<file path="src/rtl/imem_program_loader.sv">
// Byte-stream loader for the instruction memory: frames a 16-bit word count plus
// big-endian words into write strobes. Define IMEM_LOADER_CHECKSUM_EN to add a trailing XOR checksum byte.
module imem_program_loader #(
    parameter int unsigned MAX_WORDS = 512,
    parameter logic [31:0] BASE_ADDR = 32'h0000_0000
) (
    input  logic        clk,
    input  logic        rst_n,
    input  logic        start,
    input  logic [7:0]  byte_in,
    input  logic        byte_valid,
    output logic        byte_ready,
    output logic        wr_en,
    output logic [31:0] wr_addr,
    output logic [31:0] wr_data,
    output logic        busy,
    output logic        done,
    output logic        error,
    output logic [9:0]  word_count
);

    typedef enum logic [2:0] {
        S_IDLE,
        S_LEN_HI,
        S_LEN_LO,
        S_DATA,
        S_LAST,
        S_CHK,
        S_DONE,
        S_ERROR
    } state_t;

    state_t      state, state_nxt;
    logic [15:0] n_words;
    logic [1:0]  byte_cnt;
    logic [15:0] len_full;
    logic        start_ok;
    logic        data_take;
    logic        word_end;
    logic        last_word;

    // Qualifiers use byte_valid directly (ready is 1 in these states) to keep
    // byte_ready out of the next-state feedback path.
    assign len_full  = {n_words[15:8], byte_in};
    assign start_ok  = start && (state == S_IDLE || state == S_DONE || state == S_ERROR);
    assign data_take = byte_valid && (state == S_DATA);
    assign word_end  = data_take && (byte_cnt == 2'd3);
    assign last_word = word_end && (({6'd0, word_count} + 16'd1) == n_words);

`ifdef IMEM_LOADER_CHECKSUM_EN
    logic [7:0] chk_acc;
`endif

    always_ff @(posedge clk or negedge rst_n) begin
        if (!rst_n) begin
            state <= S_IDLE;
        end else begin
            // NOTE: sequential state uses non-blocking assignments so every register samples pre-edge values.
            state <= state_nxt;
        end
    end

    always_comb begin
        // NOTE: every output gets a default first, so no path leaves a latch behind.
        state_nxt  = state;
        byte_ready = 1'b0;
        busy       = 1'b1;
        done       = 1'b0;
        error      = 1'b0;
        unique case (state)
            S_IDLE: begin
                busy = 1'b0;
                if (start) state_nxt = S_LEN_HI;
            end
            S_LEN_HI: begin
                byte_ready = 1'b1;
                if (byte_valid) state_nxt = S_LEN_LO;
            end
            S_LEN_LO: begin
                byte_ready = 1'b1;
                if (byte_valid) begin
                    if ({16'd0, len_full} > MAX_WORDS) begin
                        state_nxt = S_ERROR;
                    end else if (len_full == 16'd0) begin
`ifdef IMEM_LOADER_CHECKSUM_EN
                        state_nxt = S_CHK;
`else
                        state_nxt = S_DONE;
`endif
                    end else begin
                        state_nxt = S_DATA;
                    end
                end
            end
            S_DATA: begin
                byte_ready = 1'b1;
                if (last_word) state_nxt = S_LAST;
            end
            // Final strobe is on the bus here; no bytes taken until it retires.
            S_LAST: begin
`ifdef IMEM_LOADER_CHECKSUM_EN
                state_nxt = S_CHK;
`else
                state_nxt = S_DONE;
`endif
            end
`ifdef IMEM_LOADER_CHECKSUM_EN
            S_CHK: begin
                byte_ready = 1'b1;
                if (byte_valid) state_nxt = (byte_in == chk_acc) ? S_DONE : S_ERROR;
            end
`endif
            S_DONE: begin
                busy = 1'b0;
                done = 1'b1;
                if (start) state_nxt = S_LEN_HI;
            end
            S_ERROR: begin
                busy  = 1'b0;
                error = 1'b1;
                if (start) state_nxt = S_LEN_HI;
            end
            default: state_nxt = S_IDLE;
        endcase
    end

    always_ff @(posedge clk or negedge rst_n) begin
        if (!rst_n) begin
            // NOTE: the whole datapath is reset so a partial word can never surface as a strobe.
            n_words    <= 16'd0;
            byte_cnt   <= 2'd0;
            wr_en      <= 1'b0;
            wr_addr    <= 32'd0;
            wr_data    <= 32'd0;
            word_count <= 10'd0;
        end else begin
            wr_en <= 1'b0;
            if (start_ok) begin
                byte_cnt   <= 2'd0;
                word_count <= 10'd0;
            end
            if (byte_valid && state == S_LEN_HI) n_words[15:8] <= byte_in;
            if (byte_valid && state == S_LEN_LO) n_words[7:0]  <= byte_in;
            if (data_take) begin
                wr_data  <= {wr_data[23:0], byte_in};
                byte_cnt <= byte_cnt + 2'd1;
            end
            if (word_end) begin
                wr_en      <= 1'b1;
                wr_addr    <= BASE_ADDR + {20'd0, word_count, 2'b00};
                word_count <= word_count + 10'd1;
            end
        end
    end

`ifdef IMEM_LOADER_CHECKSUM_EN
    always_ff @(posedge clk or negedge rst_n) begin
        if (!rst_n) begin
            chk_acc <= 8'd0;
        end else if (start_ok) begin
            chk_acc <= 8'd0;
        end else if (data_take) begin
            chk_acc <= chk_acc ^ byte_in;
        end
    end
`endif

endmodule
</file>
<file path="config.mk">
export PLATFORM = sky130hd
export DESIGN_NAME = imem_program_loader
export DESIGN_NICKNAME = d
export VERILOG_FILES = /design/src/rtl/imem_program_loader.sv
export SDC_FILE = /design/constraint.sdc
export NUM_CORES = 1
export LEC_CHECK = 0
export CAP_MARGIN = 20
export CORE_ASPECT_RATIO = 2
export CORE_MARGIN = 2
export CORE_UTILIZATION = 50
export DETAILED_ROUTE_END_ITERATION = 6
export DONT_BUFFER_PORTS = 1
export PLACE_DENSITY_LB_ADDON = 0.2
export SLEW_MARGIN = 5
export SYNTH_ARGS = -nofsm -noshare
export SYNTH_HDL_FRONTEND = slang
export SYNTH_SLANG_ARGS = --single-unit
</file>
<file path="constraint.sdc">
create_clock -name clk -period 2.35 [get_ports clk]
set_input_delay 0.3525 -clock clk [delete_from_list [all_inputs] [get_ports clk]]
set_output_delay 0.3525 -clock clk [all_outputs]
set_load 0.01 [all_outputs]
</file>
==> out/summary.txt <==
Die Y = 126 um
Worst setup SP type = flip-flop
drt pass-1 iters = 5
Worst Tran Pin Value = 0.641 ns
CTS sink count = 74
fraction of layout instances using a drive strength above 1 = 12.1%
H-tree levels = 3
most common cell in the synthesized netlist = nand2_1
FF-to-FF setup slack = 0.31 ns
Crit Path Category = flip-flop to flip-flop
Rel. slew slack = 57.1%
Post-synth ARST share = 100%
Worst R2R Start = word_count[2]
Sw Share = 37.1%
Commonest cells post-synth = nand2_1 (139), dfrtp_1 (74), buf_4 (23)
VDD IR max = 697 uV
Worst Path Arrival = 2.24 ns
GRT overflow = 0
status = finished clean
post-synthesis instance total = 404
synth warn = 0
Initial Util = 51.5%
Seq pwr share = 47.5%
DRC violations left = 0
Hold Slack = 0.125 ns
area share of the largest cell type after synthesis = 49.5%
width of the die = 65.2 um
# setup viols final = 0
fin crit share = 86.8%
Max clock buf depth = 2
routed via count = 2747
f_max = 490 MHz
post-DR wirelength/cell = 16.9 um
largest fanout on the critical path = 12
fin util = 54.9%
Root Driver = clkbuf_16
area added between synthesis and finish = 6.66%
pwr dens = 1180 nW/um^2
Layout Skew = 0.00628 ns
vias in the first global route = 2785
final wirelength = 8420 um
global-route wire length before repair = 13600 um
combinational cell fraction of total power = 26.4%
non-filler cells, final = 497
GRT Total Usage = 21.6%
total CTS buffers = 9
Pleak = 1.91 nW
RSZ-0062 raised after global routing = no
Critical Path Source = word_count[2]
number of failing hold endpoints at the final stage = 0
Hold Crit Class = input pin to flip-flop
Placeable Area = 7270 sq um
Post-DP HPWL = 5950 um
top-level I/O count = 91
FF+latch count, synth = 74
TritonCTS clock tree = yes
Max Cap Viol = 0
Iter 0 DRT Violations = 163
sequential fraction of the synthesis area = 49.5%
largest net degree at the start of global routing = 75
ys flop type = dfrtp_1
Post-layout nets = 414
GP Congestion = 0.854
Synth Area per Inst = 9.26 sq um
initial antenna violation count = 0
DRT antenna net count = 0
Clk pwr share = 26.2%
Via density = 5.53
Clk Latency, worst-skew pair = 0.33 ns
DP Cell Count = 479
full die area = 8230 sq um
Slew Viols, Final = 0
Syn Std Cell Area = 3740 sq um
placement-stage cell area = 3690 sq um
Sw Pwr = 0.00174 W
Setup TNS Final = 0 ns
Distinct cells, synth = 53
Synth area leader = dfrtp_1
antenna fix cells = 0
min-delay src = byte_in[2]
Final Cell Area = 3990 sq um
Buffers on Ports = 0
Power Internal = 0.00296 W
CP endpoint kind = flip-flop
Reg clk slew, reported paths = 0.06 ns
top cells by area, synth = dfrtp_1 (50%), nand2_1 (14%), mux2_2 (4.8%)
fin crit period = 2.04 ns
Req. time, crit path = 2.55 ns
Post-synth EDFFs = 0
row count = 44
==> per-layer routing <==
layer	global-route usage, %	up-vias	part of all wire, %
li1	-	1304	-
met1	22.6	1333	36
met2	39.5	95	56
met3	4.96	15	5.5
met4	10.4	0	2.5
met5	0	-	0
==> flip-flops by register name, indices dropped and copies added (netlist names) <==
signal      cells
wr_en           1
n_words        16
wr_data        32
word_count     10
byte_cnt        2
state           3
wr_addr        10
==> logic make-up (layout without fill, tap and decap cells) <==
family,Yosys count,in the layout,synth area share (%)
and+or+nand+nor,192,192,23.0
AOI/OAI and AO/OA,56,56,10.4
muxes,16,16,4.82
DFF,74,74,49.5
xor gates and xnor gates,12,12,2.81
buffers and inverters,51,31,8.70
other,1,22,0.100
adders and majority gates,2,2,0.669
==> through the flow <==
stage	setup slack, ns	total power [W]
3_3_place_gp	0.359	0.00342
2_1_floorplan	0.421	0.00316
5_1_grt	0.153	0.00500
4_1_cts	0.289	0.00475
3_5_place_dp	0.276	0.00348
6_report	0.311	0.00470
==> path summary, 6_finish.rpt <==
check	endpoint	cells past startpoint
worst max-delay path	state[1]	5
worst min-delay path	wr_data[2]	2
worst max register to register	state[1]	5
worst min register to register	n_words[14]	1
max in group asynchronous	byte_cnt[1]	2
min in group asynchronous	word_count[5]	2
==> cell usage in the layout (no fill, tap or decap), types with 2 or more instances in the layout <==
| cell | instances |
|---|---|
| o41ai_1 | 4 |
| a221oi_1 | 2 |
| nand2b_1 | 2 |
| buf_4 | 8 |
| mux2_2 | 16 |
| dfrtp_1 | 74 |
| clkbuf_16 | 9 |
| ha_1 | 2 |
| o31ai_1 | 5 |
| xnor2_1 | 10 |
| o21ai_0 | 21 |
| xor2_1 | 2 |
| clkbuf_1 | 2 |
| nand3_1 | 7 |
| o311ai_0 | 2 |
| conb_1 | 22 |
| inv_1 | 5 |
| nor3_1 | 4 |
| nor2_1 | 13 |
| nand4_1 | 6 |
| nand2_1 | 139 |
| clkinv_2 | 3 |
| nor4_1 | 2 |
| and3_1 | 2 |
| a21oi_1 | 10 |
| and2_1 | 4 |
==> power groups by stage <==
stage          registers (W)  logic, W  clock network [W]
4_1_cts              0.00223   0.00125            0.00126
3_5_place_dp         0.00224   0.00123                  0
5_1_grt              0.00229   0.00141            0.00130
2_1_floorplan        0.00208   0.00108                  0
3_3_place_gp         0.00224   0.00119                  0
6_report             0.00223   0.00124            0.00123
==> worst max-delay path, cell delays in order, from the launching register on <==
cell	delay, ns
dfrtp_1	0.63
nand3_4	0.18
nor2_1	0.28
o311ai_0	0.23
a2111oi_4	0.46
a21oi_1	0.12
==> cell type report <==
cell class                      count  area [sq um]
Clock inverter                      5          31.3
Clock buffer                       11           233
Timing Repair Buffer               10          97.6
Tap cell                           92           115
Fill cell                         670          3280
Sequential cell                    74          1850
Inverter                            5          18.8
Multi-Input combinational cell    300          1640
==> timing repair <==
action,CTS,global route
setup buffers,0,0
gates resized for setup,0,0
endpoints found under the hold margin,74,0
hold buffers,2,0
Power figures use the tool's default switching activity.
